[src/rtl/mdl_dmaseq_pkg.sv]
// Shared definitions for the DMA sequencer.
// Holds the sequencer state encoding, the DTACK watchdog limit and the
// maximum transfer length. Also provides the helper that maps the 9-bit
// length field onto a word count, where a zero field means 512 words.
package mdl_dmaseq_pkg;

    typedef enum logic [2:0] {
        ST_IDLE = 3'd0,
        ST_CLR  = 3'd1,
        ST_REQ  = 3'd2,
        ST_OWN  = 3'd3,
        ST_CYC  = 3'd4,
        ST_ADV  = 3'd5,
        ST_MSK  = 3'd6,
        ST_REL  = 3'd7
    } dma_state_t;

    localparam int         WDT_W     = 8;
    localparam logic [7:0] WDT_LIMIT = 8'd255;
    localparam int         MAX_LEN   = 512;
    localparam int         CNT_W     = 10;

    // A zero length field stands for the full 512-word transfer.
    function automatic logic [CNT_W-1:0] decode_len(input logic [8:0] len);
        if (len == 9'd0)
            return CNT_W'(MAX_LEN);
        else
            return {1'b0, len};
    endfunction

endpackage

[src/rtl/mdl_dmaseq_wdt.sv]
// DTACK watchdog for the DMA sequencer.
// Counts clock-enabled cycles while a bus cycle is running and flags the
// enable on which the limit is reached without a data acknowledge.
// Ports:
//   i_MCLK, i_RST_n : master clock, asynchronous active-low reset
//   en              : 4 MHz clock enable (active high)
//   run             : high while the sequencer is in its bus-cycle state
//   dtack_n         : 68000 data acknowledge (active low)
//   expire          : high on the enable that completes the timeout
module mdl_dmawdt
    import mdl_dmaseq_pkg::*;
(
    input  logic i_MCLK,
    input  logic i_RST_n,
    input  logic en,
    input  logic run,
    input  logic dtack_n,
    output logic expire
);

    logic [WDT_W-1:0] wdt_cnt;

    // The count restarts for every bus cycle because it is held at zero
    // whenever the sequencer is outside the bus-cycle state.
    always_ff @(posedge i_MCLK or negedge i_RST_n) begin
        if (!i_RST_n)
            wdt_cnt <= '0;
        else if (!run)
            wdt_cnt <= '0;
        else if (en && (wdt_cnt != WDT_LIMIT))
            wdt_cnt <= wdt_cnt + 8'd1;
    end

    // wdt_cnt holds the enables already spent, so this enable is the last one.
    assign expire = run && en && dtack_n && (wdt_cnt == (WDT_LIMIT - 8'd1));

endmodule

[src/rtl/mdl_dmaseq.sv]
// DMA sequencer for the bubble-memory transfer path.
// Requests the 68000 bus, runs one bus cycle per word (or, in error-map
// mode, streams mask-address increments), then releases the bus.
// Ports:
//   i_MCLK, i_RST_n          : master clock, asynchronous active-low reset
//   i_CLK4M_PCEN_n           : active-low 4 MHz clock enable
//   i_ROT8                   : one-hot slot rotator
//   i_DMA_START              : transfer request level
//   i_DMA_MODE, i_XFER_LEN   : phase select and word count (0 = 512)
//   i_BG_n, i_BGACK_n, i_DTACK_n : 68000 bus grant / foreign BGACK / DTACK
//   o_BR_n, o_BGACK_n, o_AS_n    : 68000 bus request / BGACK / address strobe
//   o_ADDR_RST, o_BDRWADDR_INC, o_MSKADDR_INC : address counter controls
//   o_BUSY, o_DONE, o_BERR   : status, completion pulse, timeout pulse
module mdl_dmaseq
    import mdl_dmaseq_pkg::*;
(
    input  logic       i_MCLK,
    input  logic       i_RST_n,
    input  logic       i_CLK4M_PCEN_n,
    input  logic [7:0] i_ROT8,
    input  logic       i_DMA_START,
    input  logic       i_DMA_MODE,
    input  logic [8:0] i_XFER_LEN,
    input  logic       i_BG_n,
    input  logic       i_BGACK_n,
    input  logic       i_DTACK_n,
    output logic       o_BR_n,
    output logic       o_BGACK_n,
    output logic       o_AS_n,
    output logic       o_ADDR_RST,
    output logic       o_BDRWADDR_INC,
    output logic       o_MSKADDR_INC,
    output logic       o_BUSY,
    output logic       o_DONE,
    output logic       o_BERR
);

    dma_state_t       state;
    dma_state_t       state_nxt;
    logic             en;
    logic             mode_q;
    logic [CNT_W-1:0] word_cnt;
    logic             err_q;
    logic             msk_active;
    logic             wdt_expire;
    logic             last_word;
    logic             rot_ok;
    logic             slot0;
    logic             slot1;
    logic             slot7;

    assign en        = ~i_CLK4M_PCEN_n;
    assign last_word = (word_cnt <= CNT_W'(1));

    // A corrupted (non one-hot) rotator never triggers a slot event.
    assign rot_ok = $onehot(i_ROT8);
    assign slot0  = rot_ok && i_ROT8[0];
    assign slot1  = rot_ok && i_ROT8[1];
    assign slot7  = rot_ok && i_ROT8[7];

    mdl_dmawdt u_wdt (
        .i_MCLK  (i_MCLK),
        .i_RST_n (i_RST_n),
        .en      (en),
        .run     (state == ST_CYC),
        .dtack_n (i_DTACK_n),
        .expire  (wdt_expire)
    );

    always_ff @(posedge i_MCLK or negedge i_RST_n) begin
        if (!i_RST_n)
            state <= ST_IDLE;
        else if (en)
            state <= state_nxt;
    end

    // After each word ADV returns to OWN, which already waits for the next
    // slot 0 before starting the following bus cycle.
    always_comb begin
        state_nxt = state;
        case (state)
            ST_IDLE: if (i_DMA_START) state_nxt = ST_CLR;
            ST_CLR:  state_nxt = ST_REQ;
            ST_REQ:  if (!i_BG_n && i_BGACK_n && i_DTACK_n) state_nxt = ST_OWN;
            ST_OWN:  if (slot0) state_nxt = mode_q ? ST_MSK : ST_CYC;
            ST_CYC: begin
                if (!i_DTACK_n)
                    state_nxt = ST_ADV;
                else if (wdt_expire)
                    state_nxt = ST_REL;
            end
            ST_ADV:  if (slot1) state_nxt = last_word ? ST_REL : ST_OWN;
            ST_MSK:  if (msk_active && slot7 && last_word) state_nxt = ST_REL;
            ST_REL:  state_nxt = ST_IDLE;
            default: state_nxt = ST_IDLE;
        endcase
    end

    // Word counter, latched mode, timeout flag and mask-phase alignment.
    // The mask phase only starts counting periods at its first slot 0, so
    // each counted period spans slot 0 through slot 7.
    always_ff @(posedge i_MCLK or negedge i_RST_n) begin
        if (!i_RST_n) begin
            mode_q     <= 1'b0;
            word_cnt   <= '0;
            err_q      <= 1'b0;
            msk_active <= 1'b0;
        end else if (en) begin
            case (state)
                ST_CLR: begin
                    mode_q     <= i_DMA_MODE;
                    word_cnt   <= decode_len(i_XFER_LEN);
                    err_q      <= 1'b0;
                    msk_active <= 1'b0;
                end
                ST_CYC: begin
                    if (i_DTACK_n && wdt_expire)
                        err_q <= 1'b1;
                end
                ST_ADV: begin
                    if (slot1 && (word_cnt != '0))
                        word_cnt <= word_cnt - CNT_W'(1);
                end
                ST_MSK: begin
                    if (slot0)
                        msk_active <= 1'b1;
                    if (msk_active && slot7 && (word_cnt != '0))
                        word_cnt <= word_cnt - CNT_W'(1);
                end
                default: begin
                end
            endcase
        end
    end

    always_comb begin
        o_BR_n         = 1'b1;
        o_BGACK_n      = 1'b1;
        o_AS_n         = 1'b1;
        o_ADDR_RST     = 1'b0;
        o_BDRWADDR_INC = 1'b0;
        o_MSKADDR_INC  = 1'b0;
        o_BUSY         = (state != ST_IDLE);
        o_DONE         = 1'b0;
        o_BERR         = 1'b0;
        case (state)
            ST_CLR: o_ADDR_RST = 1'b1;
            ST_REQ: o_BR_n = 1'b0;
            ST_OWN: o_BGACK_n = 1'b0;
            ST_CYC: begin
                o_BGACK_n = 1'b0;
                o_AS_n    = 1'b0;
            end
            ST_ADV: begin
                o_BGACK_n      = 1'b0;
                o_BDRWADDR_INC = 1'b1;
            end
            ST_MSK: begin
                o_BGACK_n     = 1'b0;
                o_MSKADDR_INC = msk_active || slot0;
            end
            ST_REL: begin
                o_DONE = ~err_q;
                o_BERR = err_q;
            end
            default: begin
            end
        endcase
    end

endmodule

[config.mk]
export PLATFORM = sky130hd
export DESIGN_NAME = mdl_dmaseq
export DESIGN_NICKNAME = d
export VERILOG_FILES = /design/src/rtl/mdl_dmaseq_pkg.sv /design/src/rtl/mdl_dmaseq_wdt.sv /design/src/rtl/mdl_dmaseq.sv
export SDC_FILE = /design/constraint.sdc
export NUM_CORES = 1
export LEC_CHECK = 0
export BUFFER_PORTS_ARGS = -buffer_cell sky130_fd_sc_hd__buf_2
export CORE_MARGIN = 5
export CORE_UTILIZATION = 60
export DETAILED_ROUTE_END_ITERATION = 10
export PLACE_DENSITY = 0.95
export SETUP_SLACK_MARGIN = 0.1
export SKIP_CTS_REPAIR_TIMING = 1
export SLEW_MARGIN = 40
export SYNTH_ARGS = -nofsm -noshare
export SYNTH_HDL_FRONTEND = slang
export SYNTH_SLANG_ARGS = --single-unit
[constraint.sdc]
create_clock -name i_MCLK -period 8.99 [get_ports i_MCLK]
set_input_delay 1.3485 -clock i_MCLK [delete_from_list [all_inputs] [get_ports i_MCLK]]
set_output_delay 1.3485 -clock i_MCLK [all_outputs]
set_load 0.005 [all_outputs]
* Word level (Yosys, flattened, before mapping)
Index checks and enable logic that the tools add are counted.
** Word-level totals
- Word-level logic and storage cells :: 96
- Input bits :: 25
- Register bits after elaboration :: 24
- Output and inout bits :: 9
** Operators by class
- Muxes and demuxes :: 28
- Reduce and logical (&&, ||, !) cells :: 29
- Bitwise operators :: 2
- Equality and inequality tests :: 21
- $lt $le $gt $ge :: 1
- Add/sub/neg operators :: 9
** Operators by type and width (number)
- $mux W10 :: 3
- $pmux W10 S3 :: 1
- $mux W3 :: 8
- $pmux W3 S8 :: 1
- $ne A2 B2 Y1 const B :: 10
- $mux W8 :: 2
- $logic_and A1 B1 Y1 :: 14
- $eq A3 B3 Y1 const B :: 4
- $le A10 B1 Y1 const B :: 1
- $mux W1 :: 10
- $reduce_bool A10 Y1 :: 1
- $sub A10 B1 Y10 const B :: 1
- $logic_not A9 Y1 :: 1
- $add A1 B1 Y2 :: 4
- $add A8 B1 Y8 const B :: 1
- $eq A8 B8 Y1 const B :: 1
- $ne A8 B8 Y1 const B :: 1
- $reduce_and A7 Y1 :: 1
- $add A2 B2 Y3 :: 2
- $eq A3 B2 Y1 const B :: 2
- $reduce_and A3 Y1 :: 2
- $reduce_bool A3 Y1 :: 2
- $add A3 B3 Y4 :: 1
- $eq A4 B1 Y1 const B :: 1
- other kinds (12) :: 15

* Depth between registers and ports, before layout
- Depth in word-level cells :: 9
- Mapped depth :: 14
- Depth with buffers taken out :: 13

* Cells and area by module
A second synthesis with hierarchy kept.
** Unflattened totals
- Cell total of the unflattened synthesis :: 227
- Area total of the unflattened synthesis :: 1874.3 µm²
** Modules (own cells, without submodules)
- mdl_dmaseq :: times used 1, area an instance 1395.1 µm², cells each 176, seq. area each 400.4 µm²
- mdl_dmawdt :: times used 1, area an instance 479.2 µm², cells each 51, seq. area each 200.2 µm²

* Least setup slack after synthesis
OpenSTA, ideal clock, no wires.
- Path type :: input -> output
- Start point :: input i_ROT8[0]
- End point :: output o_MSKADDR_INC
- Cell stages on the path :: 11
- Arrival time :: 4196 ps
- Slack :: 3445 ps
- Required time :: 7641 ps
- Cell sequence :: inv_1 > fa_1 > fa_1 > fa_1 > inv_1 > ha_1 > inv_1 > fa_1 > a211o_1 > a211o_1 > a21oi_1
** Between the ends
- Longest elaborated chain between the ends :: 7
** RTL lines
- from (decl) :: RTL line mdl_dmaseq.sv:20 : input logic [7:0] i_ROT8,
- $add A1 B1 Y2 (not written as such) :: RTL line mdl_dmaseq.sv:56 : assign rot_ok = $onehot(i_ROT8);
- $add A2 B2 Y3 (not written as such) :: RTL line mdl_dmaseq.sv:56
- $add A3 B3 Y4 (not written as such) :: RTL line mdl_dmaseq.sv:56
- $eq A4 B1 Y1 :: RTL line mdl_dmaseq.sv:56
- $logic_and A1 B1 Y1 * :: RTL line mdl_dmaseq.sv:57 : assign slot0 = rot_ok && i_ROT8[0];
- $logic_or A1 B1 Y1 * :: RTL line mdl_dmaseq.sv:160 : o_MSKADDR_INC = msk_active || slot0;
- $mux W1 * :: RTL line mdl_dmaseq.sv:146 : case (state)
- to (decl) :: RTL line mdl_dmaseq.sv:32 : output logic o_MSKADDR_INC,
Every way passes the cells marked *; elsewhere a longest branch is shown, timed or not.

* Worst setup path in the final report
Ends and elaborated chain as after synthesis.

==> flow_metrics.tcl <==
set metrics [dict create \
    status "complete, no violations" \
    crit_type "in -> out" \
    first_iter_violations 129 \
    num_vias 1656 \
    grtUsageTotal 0.197 \
    ys_seq_area_frac 0.326 \
    max_slew_margin 0.541 \
    multi_input_area_um2 1110 \
    timing.hold.ws_ps 505 \
    num_rows 20 \
    postSynthAreaPerCell_um2 8.62 \
    dr.pass1.iters 4 \
    synthesis.nets 250 \
    htreeDepth 1 \
    critPathMaxFanout 3 \
    drv_cap 0 \
    skew_ps 9.71 \
    grt_max_degree 25 \
    crit_required_ps 7640 \
    rsz0062_at_grt "no" \
    ant_nets 0 \
    critical_path_arrival_ps 4510 \
    die_x_um 65.4 \
    pwr-share-seq 0.405 \
    die_height_um 65.4 \
    avgViaCountPerCell 6.07 \
    power.switching_mw 0.229 \
    clock-root-buffer "clkbuf_4" \
    synthCells 214 \
    synth_top_cell_by_area "dfrtp_1" \
    synthArstFlopShare 1.00 \
    start_kind "primary input" \
    finalMaxSlewViolations 0 \
    clk-insertion-delay-late_ps 320 \
    grt_pass1_wl_mm 6.76 \
    io_pins 34 \
    nets 277 \
    cp-end-kind "output pin" \
    yosys-top-cells-count "dfrtp_1 (24), inv_1 (21), nor2_1 (21), a21oi_1 (13), nand2_1 (13)" \
    ys.flop_type "dfrtp_1" \
    pre_cts_slack_ps 3120 \
    cts_tree "done" \
    synth-edff-count 0 \
    ys_ff_latch 24 \
    grt_pass1_vias 1563 \
    setup_tns_ps 0 \
    cts_buffers 3 \
    clk_path_buf_depth 2 \
    grt.overflow.total 0 \
    p_leak_nw 0.903 \
    cts.sinks 24 \
    clkTransAtPathRegs_ps 130 \
    layout_min_cycle_time_ps 5860 \
    drt_wl_total_mm 3.96 \
    area_growth_pct 10.1 \
    synth_most_common_cell "dfrtp_1" \
    hold_viol_final 0 \
    p_int_mw 0.270 \
    ys_top_cells_by_area "dfrtp_1 (33%), ha_1 (4.7%), fa_1 (4.3%), inv_1 (4.3%), nor2_1 (4.3%)" \
    cpPeakStageDelay_ps 550 \
    slowest_stage "fa_1" \
    yosys_warnings 0 \
    vdd_drop_max_mv 0.101 \
    ys_types 51 \
    core_um2 3000 \
    fillers 238 \
    remaining_drc_errors 0 \
    synth_top_area_frac 0.326 \
    swShare 0.460 \
    drive_above_1_share 0.196 \
    synthesis.area_um2 1840 \
    path_common_cell "fa_1" \
    dp_hpwl_mm 2.96 \
    initial_utilization 0.614 \
    wire_per_inst_um 14.5 \
    antenna_found_initial 0 \
    finalSetupViolCount 0 \
    p_per_area_nw_per_um2 246 \
    worst_slack_ps 3130 \
    insertedDiodeCount 0 \
    timing.final.crit_share 0.652 \
    die-area_um2 4280 \
    p_clk_frac 0.119 \
    timing.fmax_mhz 171 \
    numPortBuffers 33 \
    hold_class "reg -> reg" \
    worst_pin_slew_ps 689 \
    p_comb_frac 0.476 \
    seq_area_um2 601 \
    crit_chain "buf_2, inv_1, fa_1, fa_1, fa_1, inv_1, ha_1, inv_1, fa_1, a211o_1, a211o_1, a21oi_1, buf_2" \
    routabilityCongestion 0.858 \
]
==> stage by stage <==
| stage | std cells | power (mW) | area, µm² | utilization |
|---|---|---|---|---|
| detailed placement | 269 | 0.438 | 1990 | 0.664 |
| global route | 273 | 0.544 | 2030 | 0.676 |
| global placement | 269 | 0.429 | 1990 | 0.664 |
| finish | 273 | 0.499 | 2030 | 0.676 |
| floorplan | 214 | 0.383 | 1840 | - |
| CTS | 273 | 0.498 | 2030 | 0.676 |
==> kinds of logic (layout without fill, tap and decap cells) <==
kind of cell / Yosys count / after routing / synth area share
buf+inv: 32 / 58 / 0.0733
simple gates: 80 / 80 / 0.245
xor+xnor: 8 / 8 / 0.0380
compound gates: 55 / 55 / 0.203
flops: 24 / 24 / 0.326
fa+ha+maj: 11 / 11 / 0.0909
mux: 4 / 4 / 0.0244
==> power by group through the flow <==
stage,combinational [mW],clock (mW),sequential (mW)
after global placement,0.229,0,0.200
after detailed placement,0.235,0,0.202
final,0.237,0.0595,0.202
after global routing,0.271,0.0649,0.208
after floorplan,0.207,0,0.177
after CTS,0.237,0.0604,0.200
==> state kept, by name, indices dropped and copies added (netlist names) <==
name,count
word_cnt,10
msk_active,1
u_wdt.wdt_cnt,8
mode_q,1
state,3
err_q,1
==> critical path, delay by kind of cell <==
family                   cells  cell delay, ps
adder cells (fa/ha/maj)      5            1950
AO/OA/AOI/OAI                3             830
buffers and inverters        5             390
==> layer usage <==
metal / GRT usage / up-vias / wire [µm]
met5: 0 / - / 0
met1: 0.255 / 768 / 1690
met2: 0.343 / 56 / 2030
li1: - / 823 / -
met3: 0.0222 / 9 / 178
met4: 0.0596 / 0 / 57
==> worst paths after layout <==
path,start,end,slack [ps],cells after the start
setup reg to reg,word_cnt[0],word_cnt[1],6550,7
setup / recovery,i_ROT8[0],o_MSKADDR_INC,3130,13
hold reg to reg,msk_active,msk_active,500,2
max in group asynchronous,i_RST_n,word_cnt[2],7640,1
hold / removal,msk_active,msk_active,500,2
min in group asynchronous,i_RST_n,u_wdt.wdt_cnt[5],980,1
==> layout by cell type, fill, tap and decap left out, types with 4 or more instances in the layout <==
| cell | n |
|---|---|
| nand2b_1 | 7 |
| dfrtp_1 | 24 |
| nand3_1 | 6 |
| nand2_1 | 13 |
| nand4_1 | 7 |
| a21oi_1 | 13 |
| o21ai_0 | 10 |
| a31oi_1 | 9 |
| inv_1 | 21 |
| xor2_1 | 6 |
| ha_1 | 7 |
| buf_2 | 33 |
| nor2_1 | 21 |
| fa_1 | 4 |
==> layout make-up <==
cell class / count / share of cell area
clock buffers: 4 / 0.0179
repair buffers: 33 / 0.0813
well taps: 33 / 0.0203
multi-input cells: 158 / 0.546
flip-flops and latches: 24 / 0.296
inverters: 21 / 0.0388
No activity file was read; power rests on OpenSTA's default activity.
